**src/rtl/judge_unit.sv**
```systemverilog
// judge_unit: final per-frame human/background decision with detection-history alarm and run sequencing
module judge_unit #(
  parameter int STATE_DATAWIDTH = 4,
  parameter int JUDGE_STATE = 12,
  parameter int SCORE_WIDTH = 16,
  parameter logic signed [SCORE_WIDTH-1:0] MARGIN = '0,
  parameter int FRAMES_PER_RUN = 8,
  parameter int ALARM_THRESHOLD = 3
) (
  input  logic clk,
  input  logic reset,
  input  logic [STATE_DATAWIDTH-1:0] state,
  input  logic fc_valid,
  input  logic fc_class_idx,
  input  logic [SCORE_WIDTH-1:0] fc_score,
  output logic Judge_done,
  output logic Judge_all_done,
  output logic human_detected,
  output logic alarm,
  output logic [7:0] frame_count,
  output logic [3:0] consec_count
);
  typedef enum logic [2:0] {J_IDLE, J_COLLECT, J_DECIDE, J_DONE, J_WAIT} jstate_t;
  jstate_t st, nx;
  logic [SCORE_WIDTH-1:0] score_bg, score_h;
  logic seen_bg, seen_h;
  logic in_judge, beat, seen_bg_n, seen_h_n, verdict, last;
  logic signed [SCORE_WIDTH+1:0] h_ext, bg_ext, m_ext;
  logic [3:0] consec_n;
  assign in_judge = state == STATE_DATAWIDTH'(JUDGE_STATE);
  assign beat = st == J_COLLECT && in_judge && fc_valid;
  assign seen_bg_n = seen_bg | (beat & ~fc_class_idx);
  assign seen_h_n = seen_h | (beat & fc_class_idx);
  // Two guard bits keep bg + MARGIN exact for any pair of signed operands
  assign h_ext = {{2{score_h[SCORE_WIDTH-1]}}, score_h};
  assign bg_ext = {{2{score_bg[SCORE_WIDTH-1]}}, score_bg};
  assign m_ext = {{2{MARGIN[SCORE_WIDTH-1]}}, MARGIN};
  assign verdict = h_ext > bg_ext + m_ext;
  assign consec_n = verdict ? (consec_count == 4'd15 ? 4'd15 : consec_count + 4'd1) : 4'd0;
  assign last = frame_count == 8'(FRAMES_PER_RUN - 1);
  always_ff @(posedge clk)
    st <= !reset ? J_IDLE : nx;
  always_comb begin
    nx = st;
    case (st)
      J_IDLE:    nx = in_judge ? J_COLLECT : J_IDLE;
      J_COLLECT: nx = !in_judge ? J_IDLE : (seen_bg_n && seen_h_n) ? J_DECIDE : J_COLLECT;
      J_DECIDE:  nx = J_DONE;
      J_DONE:    nx = J_WAIT;
      J_WAIT:    nx = in_judge ? J_WAIT : J_IDLE;
      default:   nx = J_IDLE;
    endcase
  end
  always_ff @(posedge clk) begin
    if (!reset) begin
      score_bg <= '0;
      score_h <= '0;
      seen_bg <= 1'b0;
      seen_h <= 1'b0;
      Judge_done <= 1'b0;
      Judge_all_done <= 1'b0;
      human_detected <= 1'b0;
      alarm <= 1'b0;
      frame_count <= '0;
      consec_count <= '0;
    end else begin
      Judge_done <= 1'b0;
      Judge_all_done <= 1'b0;
      if (st == J_IDLE && in_judge) begin
        seen_bg <= 1'b0;
        seen_h <= 1'b0;
      end
      if (beat && fc_class_idx) begin
        score_h <= fc_score;
        seen_h <= 1'b1;
      end
      if (beat && !fc_class_idx) begin
        score_bg <= fc_score;
        seen_bg <= 1'b1;
      end
      if (st == J_DECIDE) begin
        human_detected <= verdict;
        consec_count <= consec_n;
        alarm <= consec_n >= 4'(ALARM_THRESHOLD);
        frame_count <= last ? 8'd0 : frame_count + 8'd1;
        Judge_done <= !last;
        Judge_all_done <= last;
      end
    end
  end
endmodule

```
**config.mk**
```make
export PLATFORM = sky130hd
export DESIGN_NAME = judge_unit
export DESIGN_NICKNAME = d
export VERILOG_FILES = /design/src/rtl/judge_unit.sv
export SDC_FILE = /design/constraint.sdc
export NUM_CORES = 1
export LEC_CHECK = 0
export CAP_MARGIN = 10
export CORE_MARGIN = 10
export CORE_UTILIZATION = 57
export CTS_CLUSTER_SIZE = 28
export DETAILED_ROUTE_END_ITERATION = 10
export PLACE_DENSITY = 0.82
export SLEW_MARGIN = 20
export SYNTH_ARGS = -nofsm -noshare
export SYNTH_HDL_FRONTEND = slang
export SYNTH_SLANG_ARGS = --single-unit
```
**constraint.sdc**
```tcl
create_clock -name clk -period 4.6 [get_ports clk]
set_input_delay 0.92 -clock clk [delete_from_list [all_inputs] [get_ports clk]]
set_output_delay 0.92 -clock clk [all_outputs]
set_load 0.01 [all_outputs]
```
==> run summary, run 1 <==
The tools report the number of antenna violations at the first check in global routing as 0. For the routed wire length, the log shows 5.46 mm. The number of gates resized after CTS was 0. The clock input transition at the sequential cells of the worst setup and hold paths was 0.09 ns. For the boundary pin count, the log shows 40. For this run the aggregate overflow at the end of global routing stands at 0. Between clock sinks in the finished design, the worst skew comes to 0.00579 ns.

After technology mapping, the gate count stands at 294. The share of flip-flops with an asynchronous set or reset works out to 0. Maximum clock frequency: 377 MHz. For the initial core utilization, the log shows 0.592.

In this run the critical register-to-register path is captured at alarm. The cell taking the most area after synthesis was sky130_fd_sc_hd__dfxtp_1. The number of pins with negative max-slew slack in the final report was 0. In the synthesized netlist the dominant register cell turns out to be sky130_fd_sc_hd__dfxtp_1. By area, the combinational part of the netlist is dominated by simple AND/OR/NAND/NOR gates. The final weighted congestion in routability-driven placement is 0.862. The tool flagged a number of max-cap violations equal to 0. The detailed-route vias per instance works out to 5.41. For this run, design rule violations remaining after detail routing come to 0. Buffers inserted to repair hold after CTS numbered 0. Area share of the leading cell type in the synthesized netlist: 0.412. Warning count from the yosys run: 0. The wire length per cell was 14.2 microns.

The worst endpoint required time was 4.83 ns; the row count was 24. The tools report the sort of element at the end of the critical path as a register. In this run the tool buffered the top-level ports with 39 buffer cells. The area fraction in and, or, nand and nor cells after synthesis was 0.229; the total power density per cell area was 252 nW/um^2.

TritonCTS built the clock tree. In this run the worst hold path is classified as register to register. By instance count, the leading cell after synthesis is sky130_fd_sc_hd__dfxtp_1. The mux share of post-synthesis cell area works out to 0.0622. The number of cells on the worst hold path is 2.

The share of the cycle needed by the critical path after routing is 0.577, and the share of layout cells above drive strength 1 is 0.0420. The worst setup path is of the primary input to register kind. The overall die height works out to 87.2 microns. The floorplan step defined a die boundary enclosing 7610 sq um. At the end of the flow, the number of nets in the layout was 374. The pin slew with the least headroom to its limit is 0.738 ns. The tools report the clock insertion delay at the later pin of the skew report as 0.31 ns.

The worst register-to-register path has a setup slack of 2.35 ns. For hold timing, the worst endpoint is score_h[6]. The count of nets left with antenna violations once routing finished came out at 0.

The tools report the count of routing violations after the opening detailed-route iteration as 85. The wire-length estimate of the detail-placed layout is 4.01 mm. The logs give 5 for the first-pass iteration count of the detailed router and 0 for the buffer count from post-CTS setup fixing. The sequential element share of the synthesized area was 0.412; the share of synthesized cell area in full adder, half adder and majority cells was 0.0874.

STA classifies the critical path startpoint as a primary input. Along the worst path, the maximum fanout reaches 17. For this design the static power due to leakage is 1.11 nW. The final number of hold-violating endpoints was 0. The die is 87.2 microns wide. The tools report the H-tree level count as 2.

Beginning of the worst register-to-register path: score_bg[5]. The number of flops mapped to enable cells by yosys works out to 0. In this run the cell area of the synthesized design comes to 2580 sq um.

The netlist uses 40 different library cells. Setup repair after global routing left no endpoint under its margin. Counting every net in the synthesized netlist gives 336. Across the VDD grid, the largest voltage drop is 0.193 mV. The number of buffers inserted during clock tree synthesis was 5; the setup TNS after final layout was 0 ns. The flow ran to the end, and the final reports show no timing, DRC or antenna violations.

The tools report the clock root buffer as sky130_fd_sc_hd__clkbuf_8. The area growth from synthesis to layout was 20.4%. In this run the mean area of a mapped cell was 8.76 sq um.

Clock tree synthesis found a total of 53 sinks. The synthesized-area fraction occupied by ao, oa, aoi and oai cells was 0.140; the end-of-flow core utilization was 0.712. Entering global routing, the biggest net connects 28 pins. The data arrival time of the critical path is 2.88 ns. The logs give 0.145 for the global-route usage over all layers and 0 for the number of antenna cells inserted. Sorting the synthesized cells by how often they occur yields 53 x sky130_fd_sc_hd__dfxtp_1, 47 x sky130_fd_sc_hd__nand2_1, 22 x sky130_fd_sc_hd__nor2b_1.

Setup violations remaining at the end of the flow were counted as 0. Counting along the longest clock path gives a buffer depth of 2. By area the synthesized netlist is led by sky130_fd_sc_hd__dfxtp_1 41%, sky130_fd_sc_hd__ha_1 8.7%, sky130_fd_sc_hd__nand2_1 6.8%. The number of global-route vias before repair was 1980.

The clock period could shrink to 2.66 ns. Core area: 4350 sq um. The wire length of the first global-routing pass is 9.09 mm.

The startpoint identified for the worst hold timing path is score_h[6]. Detailed routing inserted a total of 2081 vias. Post-synthesis register bit count: 53. Post-synthesis xor/xnor area fraction: 0.0238.

Measured in cells, the most critical reg-to-reg path has a length of 8. The tools report the relative max-transition margin as 0.507.
## report_power, final
group,internal (W),switching [W]
Combinational,0.0000239,0.0000143
Sequential,0.000459,0.000000228
Clock,0.000136,0.000148
## worst max path at each step
stage	from	endpoint	cells past startpoint	slack, ns
after floorplan	state[1]	score_bg[10]	7	2.31
after global placement	state[1]	score_bg[13]	7	1.72
after detailed placement	state[1]	score_bg[7]	7	1.66
after CTS	state[1]	score_h[1]	7	1.97
after global routing	state[1]	score_h[10]	7	1.77
final	state[1]	score_h[1]	7	1.94
## placed cells by master, fill, tap and decap left out, types with 3 or more instances in the layout
cell type / n
sky130_fd_sc_hd__and3_1: 5
sky130_fd_sc_hd__clkbuf_8: 7
sky130_fd_sc_hd__o21ai_0: 4
sky130_fd_sc_hd__a221o_1: 3
sky130_fd_sc_hd__xor2_1: 4
sky130_fd_sc_hd__and2_1: 4
sky130_fd_sc_hd__nand2_1: 47
sky130_fd_sc_hd__nor3_1: 3
sky130_fd_sc_hd__nand4_1: 4
sky130_fd_sc_hd__nand3_1: 7
sky130_fd_sc_hd__ha_1: 18
sky130_fd_sc_hd__nor2_1: 14
sky130_fd_sc_hd__xnor2_1: 3
sky130_fd_sc_hd__nor2b_1: 22
sky130_fd_sc_hd__a21oi_1: 17
sky130_fd_sc_hd__dfxtp_1: 53
sky130_fd_sc_hd__clkdlybuf4s50_1: 39
sky130_fd_sc_hd__mux2i_1: 16
sky130_fd_sc_hd__inv_1: 21
sky130_fd_sc_hd__a21boi_0: 15
## cells by family after synthesis
| kind of cell | count (synthesis) |
|---|---|
| AO/OA/AOI/OAI | 54 |
| XOR/XNOR | 7 |
| adder cells (fa/ha/maj) | 18 |
| buffers and inverters | 30 |
| flip-flops | 53 |
| multiplexers | 16 |
| AND/OR/NAND/NOR | 116 |
## critical path: stages
cell and delay (ns):
sky130_fd_sc_hd__clkdlybuf4s50_1 0.39, sky130_fd_sc_hd__nor2_1 0.13, sky130_fd_sc_hd__and4b_1 0.30, sky130_fd_sc_hd__nand3_1 0.18, sky130_fd_sc_hd__nor2_2 0.60, sky130_fd_sc_hd__nand2_1 0.14, sky130_fd_sc_hd__a21boi_0 0.21
## state kept, by name, indices dropped and copies added (netlist names)
register,count
alarm,1
Judge_all_done,1
st,3
score_bg,16
frame_count,8
consec_count,4
seen_bg,1
score_h,16
seen_h,1
human_detected,1
Judge_done,1
## area by class of cell
| cell class | count | area (sq um) |
|---|---|---|
| multi-input combinational | 211 | 1400 |
| sequential | 53 | 1060 |
| tap | 52 | 65.1 |
| clock inverter | 1 | 5.00 |
| clock buffer | 7 | 96.3 |
| inverter | 21 | 78.8 |
| fill | 342 | 1250 |
| timing repair buffer | 40 | 398 |
## through the flow
step	worst slack (ns)	instances	hold slack [ns]	area, sq um	power (W)
2_1_floorplan	2.31	294	0.439	2580	0.000482
3_3_place_gp	1.72	377	0.447	3000	0.000508
3_5_place_dp	1.66	377	0.453	3000	0.000508
4_1_cts	1.97	385	0.467	3100	0.000787
5_1_grt	1.77	385	0.488	3100	0.000809
6_report	1.94	385	0.471	3100	0.000781
## metal layers
layer	up-vias	GRT usage	routed length [microns]
met1	949	0.176	2480
met2	44	0.237	2590
met3	5	0.0506	341
met5	-	0	0
met4	0	0.0420	58
li1	1083	-	-
(Power assumes the default switching activity.)
==> run 2: changes to the inputs <==
CORE_UTILIZATION = 48   (was 57)
PLACE_DENSITY = 0.73   (was 0.82)
clock period = 2.4 ns   (was 4.6 ns; I/O delays follow)
==> run summary, run 2 (synthesis gave the netlist of run 1 again) <==
The H-tree level count came out at 2 (unchanged). The pin slew with the least headroom to its limit was 0.476 ns (-0.262 ns); the number of buffers inserted during clock tree synthesis was 5 (unchanged). The run gives 407 (+5.7%) as the final instance count without filler cells.

The run gives 0.179 ns (-1.77 ns) as the worst setup slack after layout. The critical path goes through inv_1 > ha_1 > nand4_2 > or4_1 > and2_1 > and3_1 > a221o_1. The worst hold path belongs to the class register to register.

The highest cell delay on the worst timing path was 0.58 ns (-0.02 ns); the number of global-route vias before repair was 2154 (+8.8%). Maximum fanout count along the critical path: 5 (-12). Detailed-route via count: 2070 (-0.53%). The largest registers in the layout are score_bg x16, score_h x16, frame_count x8. After layout, the minimum clock period comes to 2.22 ns. The count of port buffers added during placement was 39 (unchanged). The boundary pin count was 40 (unchanged). The clock root buffer was sky130_fd_sc_hd__clkbuf_8.

The tools report the clock insertion delay at the later pin of the skew report as 0.30 ns (about the same). The clock input transition at the sequential cells of the worst setup and hold paths is 0.09 ns (about the same), and the final number of hold-violating endpoints is 0 (unchanged). The logs give 8700 sq um (+14%) for the floorplan die area and 0.221 mV (+15%) for the worst supply voltage drop on vdd. The post-DP HPWL is 4.08 mm (+1.6%), and the maximum clock skew at final layout is 0.00453 ns (-0.00126 ns).

In the layout the commonest cells are 53 x sky130_fd_sc_hd__dfxtp_1, 47 x sky130_fd_sc_hd__nand2_1, 39 x sky130_fd_sc_hd__clkdlybuf4s50_1. The die width works out to 93.3 microns (+6.9%). The run gives 1.13 nW (+1.9%) as the static leakage. The core area came out at 5170 sq um (+19%).

The setup TNS after final layout came out at 0 ns (unchanged). The logs give 0 (unchanged) for the number of buffers inserted by hold repair at cts and 18 (-36%) for the pin count of the biggest net entering global routing. The run gives 0 (unchanged) as the max-cap check violation count. The logs give 9.54 mm (+4.9%) for the wire length of the first global-routing pass and 0 (unchanged) for the remaining antenna violation count after routing. The run gives 401 (+6.4%) as the post-placement cell count. TritonCTS built the clock tree. The tools report the fill cell total of the finished layout as 455 (+33%). Setup repair after global routing left no endpoint under its margin. The run gives 2.41 ns (-0.47 ns) as the data arrival time of the critical path. Worst endpoint required time: 2.59 ns (-2.24 ns). The tools report the sort of element at the end of the critical path as a register.

The number of antenna cells inserted was 0 (unchanged); the detailed-route vias per instance was 5.09 (-5.9%). For the CTS sink count, the log shows 53 (unchanged). On the critical path the largest part of the delay comes from simple AND/OR/NAND/NOR gates. Leaving out fill and tap cells, the most frequent cell in the layout is sky130_fd_sc_hd__dfxtp_1. The number of antenna violations at the first check in global routing is 0 (unchanged).

The row count is 26 (+8.3%). Cell with the biggest individual delay on the critical path: sky130_fd_sc_hd__or4_1. The final weighted congestion in routability-driven placement was 0.819 (-5.0%). The routed wire length was 5.46 mm (about the same); the initial core utilization was 0.498 (-0.0936). STA classifies the critical path startpoint as a register.

The run gives 0 (unchanged) as the total of endpoints with negative setup slack in the final report. The wire length per cell is 13.4 microns (-5.5%), and the relative max-transition margin is 0.680 (+0.174). The maximum clock frequency is 450 MHz, and the net count reported at finish is 380 (+1.6%). The post-place setup slack is 0.0148 ns (-1.64 ns), and the area growth from synthesis to layout is 22.7%.

The worst slack on hold paths is 0.474 ns (+0.00326 ns). For the first-pass iteration count of the detailed router, the log shows 4 (-1). The share of the cycle needed by the critical path after routing was 0.926; the count of routing violations after the opening detailed-route iteration was 93 (+9.4%). The share of layout cells above drive strength 1 is 0.0564 (+0.0143). The run finished with clean final reports. Overall power after layout: 0.00141 W (+81%). The largest buffer count on any clock path was 2 (unchanged); the post-route DRC violation count was 0 (unchanged). The overall die height was 93.3 microns (+6.9%); the total power density per cell area was 448 nW/um^2 (+78%). The critical path in this run is classified as register to register.

The tools report the global route total overflow as 0 (unchanged). The number of pins with negative max-slew slack in the final report was 0 (unchanged); the sum of buffers and inverters on the critical path was 1 (unchanged). The tools report the global-route usage over all layers as 0.131 (-0.0140).
-- run 2: cell count changes in the layout (fill, tap and decap cells not counted) --
cell,before,now
sky130_fd_sc_hd__a2111oi_2,0,1
sky130_fd_sc_hd__buf_12,0,1
sky130_fd_sc_hd__clkbuf_8,7,5
sky130_fd_sc_hd__a2111oi_0,1,0
sky130_fd_sc_hd__buf_4,1,6
-- run 2: worst paths after layout --
| kind | startpoint | to | slack, ns | cells after the start |
|---|---|---|---|---|
| worst max register to register | score_bg[15] | consec_count[1] | 0.18 | 7 |
| worst min register to register | score_h[0] | score_h[0] | 0.47 | 2 |
| worst max-delay path | score_bg[15] | consec_count[1] | 0.18 | 7 |
| worst min-delay path | score_h[0] | score_h[0] | 0.47 | 2 |
-- run 2: worst min-delay path: stages, from the launching register on --
cell                       delay [ns]
sky130_fd_sc_hd__dfxtp_1         0.32
sky130_fd_sc_hd__nand2_1         0.05
sky130_fd_sc_hd__a21boi_0        0.06
-- run 2: layout make-up --
cell class	count	area (sq um)	share of cell area
clock buffers	5	68.8	0.0218
clock inverters	1	5.00	0.00158
inverters	21	78.8	0.0249
multi-input cells	211	1400	0.444
flip-flops and latches	53	1060	0.336
well taps	70	87.6	0.0277
repair buffers	46	455	0.144
-- run 2: stage by stage --
step | utilization | cell area (sq um)
finish | 0.611 | 3160
global route | 0.611 | 3160
CTS | 0.610 | 3160
detailed placement | 0.596 | 3080
global placement | 0.596 | 3080
floorplan | - | 2580
-- run 2: layer usage --
layer  global-route usage  vias to the layer above  part of all wire
met5                    0                        -                 0
met4               0.0373                        0             0.011
met2                0.219                       32              0.46
met1                0.157                      946              0.48
li1                     -                     1084                 -
met3               0.0432                        8             0.049
-- run 2: timing repair --
action	in CTS	in global routing
endpoints found under the setup margin	1	3
buffers inserted	0	0
gates resized for setup	1	1
-- run 2: power breakdown --
group	internal (W)	switching [W]
sequential	0.000879	0.000000469
clock	0.000193	0.000268
combinational	0.0000479	0.0000271
total	0.00112	0.000295
==> run 3: changes to the inputs <==
CORE_UTILIZATION = 45   (was 48)
CTS_CLUSTER_SIZE = 20   (was 28)
PLACE_DENSITY = 0.69   (was 0.73)
==> run summary, run 3 (synthesis gave the netlist of run 1 again) <==
The relative max-transition margin came out at 0.650 (-0.0301). For the wire length of the first global-routing pass, the log shows 9.07 mm (-5.0%). The maximum clock skew at final layout was 0.0100 ns (+0.00549 ns).

The largest registers in the layout are score_bg x16, score_h x16, frame_count x8. The core area is 5540 sq um (+7.1%), and the setup TNS after final layout is 0 ns (unchanged). For the max-cap check violation count, the log shows 0 (unchanged). The net count reported at finish came out at 378 (-0.53%).

In this run the worst setup path begins at score_bg[15]. For the number of pins with negative max-slew slack in the final report, the log shows 0 (unchanged). Compared with the post-synthesis result, the final layout area differs by 23.8%. The run gives 447 MHz (-0.70%) as the maximum clock frequency. The startpoint identified for the worst register-to-register timing path is score_bg[15].

For the data arrival time of the critical path, the log shows 2.44 ns (+0.03 ns). The pin slew with the least headroom to its limit was 0.521 ns (+0.0449 ns); the die width was 95.7 microns (+2.6%). Final number of hold-violating endpoints: 0 (unchanged).

Number of buffers inserted by hold repair at cts: 0 (unchanged). The run finished with clean final reports. The post-layout minimum cycle time came out at 2.24 ns (+0.0156 ns). The clock input transition at the sequential cells of the worst setup and hold paths was 0.09 ns (about the same). The largest buffer count on any clock path is 2 (unchanged), and the worst supply voltage drop on vdd is 0.261 mV (+18%). Number of cells on the worst hold path: 2 (unchanged). The static leakage is 1.14 nW (+0.74%). STA classifies the critical path endpoint as a register. The final instance count without filler cells came out at 409 (+0.49%). The global-route usage over all layers was 0.121 (-0.00976). Global route total overflow: 0 (unchanged). The run gives 4 (unchanged) as the first-pass iteration count of the detailed router. TritonCTS built the clock tree.

The run gives 87 (-6.5%) as the count of routing violations after the opening detailed-route iteration. Routed wire length: 5.30 mm (-3.0%). The path class of the lowest-slack min-delay path was register to register. For the end-of-flow core utilization, the log shows 0.576 (-0.0351). The detailed-route via count is 2070 (unchanged), and the total of endpoints with negative setup slack in the final report is 0 (unchanged).

The row count was 27 (+3.8%); the overall die height was 95.7 microns (+2.6%). The count of cells along the worst register-to-register path was 7 (unchanged). The maximum fanout count along the critical path came out at 5 (unchanged). The number of global-route vias before repair was 2040 (-5.3%). The logs give 2.60 ns (about the same) for the worst endpoint required time and 53 (unchanged) for the CTS sink count. The top cell types in the final layout, fill and taps aside, are 53 x sky130_fd_sc_hd__dfxtp_1, 47 x sky130_fd_sc_hd__nand2_1, 39 x sky130_fd_sc_hd__clkdlybuf4s50_1. The detailed-route vias per instance came out at 5.06 (-0.49%). The worst setup path is launched from a register. The number of antenna cells inserted is 0 (unchanged), and the number of gates resized after CTS is 0 (-1). The tools report the number of buffers inserted during clock tree synthesis as 5 (unchanged). Setup repair after global routing left no endpoint under its margin. The final weighted congestion in routability-driven placement was 0.794 (-3.1%); the count of port buffers added during placement was 39 (unchanged). The total power density per cell area was 494 nW/um^2 (+10%); the initial core utilization was 0.465 (-0.0331). The share of layout cells above drive strength 1 was 0.0534 (-0.00297); the post-DP HPWL was 3.90 mm (-4.3%). The tree is rooted in a sky130_fd_sc_hd__clkbuf_8. Post-placement cell count: 401 (unchanged).

The floorplan die area is 9150 sq um (+5.2%), and the H-tree level count is 2 (unchanged). Boundary pin count: 40 (unchanged). The most common library cell in the layout ignoring fill and taps was sky130_fd_sc_hd__dfxtp_1.

The run gives 0.30 ns (about the same) as the clock insertion delay at the later pin of the skew report. For the worst setup slack after layout, the log shows 0.163 ns (-0.0156 ns). The number of antenna violations at the first check in global routing is 0 (unchanged). Worst setup path category: register to register. The pin count of the biggest net entering global routing is 27 (+9), and the post-route DRC violation count is 0 (unchanged). The start point of the worst hold path was score_h[6].

The wire length per cell was 12.9 microns (-3.5%). The buffer count from post-CTS setup fixing came out at 0 (unchanged). The post-place setup slack was 0.0836 ns (+0.0688 ns).

The share of the cycle needed by the critical path after routing came out at 0.932 (+0.00649). The tools report the remaining antenna violation count after routing as 0 (unchanged).
run 3: cell types whose count changed in the layout (fill, tap and decap cells not counted):
cell and delta:
sky130_fd_sc_hd__buf_4 -2, sky130_fd_sc_hd__bufinv_16 +1, sky130_fd_sc_hd__clkbuf_1 +1, sky130_fd_sc_hd__clkbuf_8 +1
sky130_fd_sc_hd__clkinv_2 -1
run 3: layout make-up:
class	instances	area, sq um
Timing Repair Buffer	44	440
Sequential cell	53	1060
Multi-Input combinational cell	211	1400
Clock buffer	7	86.3
Tap cell	72	90.1
Clock inverter	1	30.0
Fill cell	526	2350
Inverter	21	78.8
run 3: final timing paths:
kind / endpoint / slack [ns]
max reg2reg: alarm / 0.16
min: score_h[6] / 0.46
max: alarm / 0.16
min reg2reg: score_h[6] / 0.46
run 3: power by group:
group	total, W	leakage (nW)	switching (W)	internal, W
Clock	0.000621	0.0585	0.000281	0.000340
Sequential	0.000879	0.427	0.000000452	0.000879
Combinational	0.0000741	0.650	0.0000273	0.0000468
Total	0.00157	1.14	0.000309	0.00127
run 3: routing by layer:
layer / share of wire / track usage / vias to the layer above
met3: 0.064 / 0.0456 / 8
met4: 0.011 / 0.0369 / 0
li1: - / - / 1087
met2: 0.44 / 0.194 / 37
met5: 0 / 0 / -
met1: 0.48 / 0.149 / 938
run 3: worst max-delay path, cell delays in order (launching register included):
cell and delay [ns]:
sky130_fd_sc_hd__dfxtp_1 0.35, sky130_fd_sc_hd__inv_1 0.05, sky130_fd_sc_hd__ha_1 0.32, sky130_fd_sc_hd__nand4_2 0.17, sky130_fd_sc_hd__or4_1 0.59, sky130_fd_sc_hd__and2_1 0.23, sky130_fd_sc_hd__and3_1 0.17, sky130_fd_sc_hd__a221o_1 0.25
run 3: metrics by stage:
stage / total power, W / hold WS [ns] / instance area (sq um)
final: 0.00157 / 0.463 / 3190
after global routing: 0.00163 / 0.491 / 3190
after CTS: 0.00160 / 0.465 / 3180
after detailed placement: 0.000974 / 0.451 / 3070
after global placement: 0.000974 / 0.452 / 3070
after floorplan: 0.000924 / 0.439 / 2580
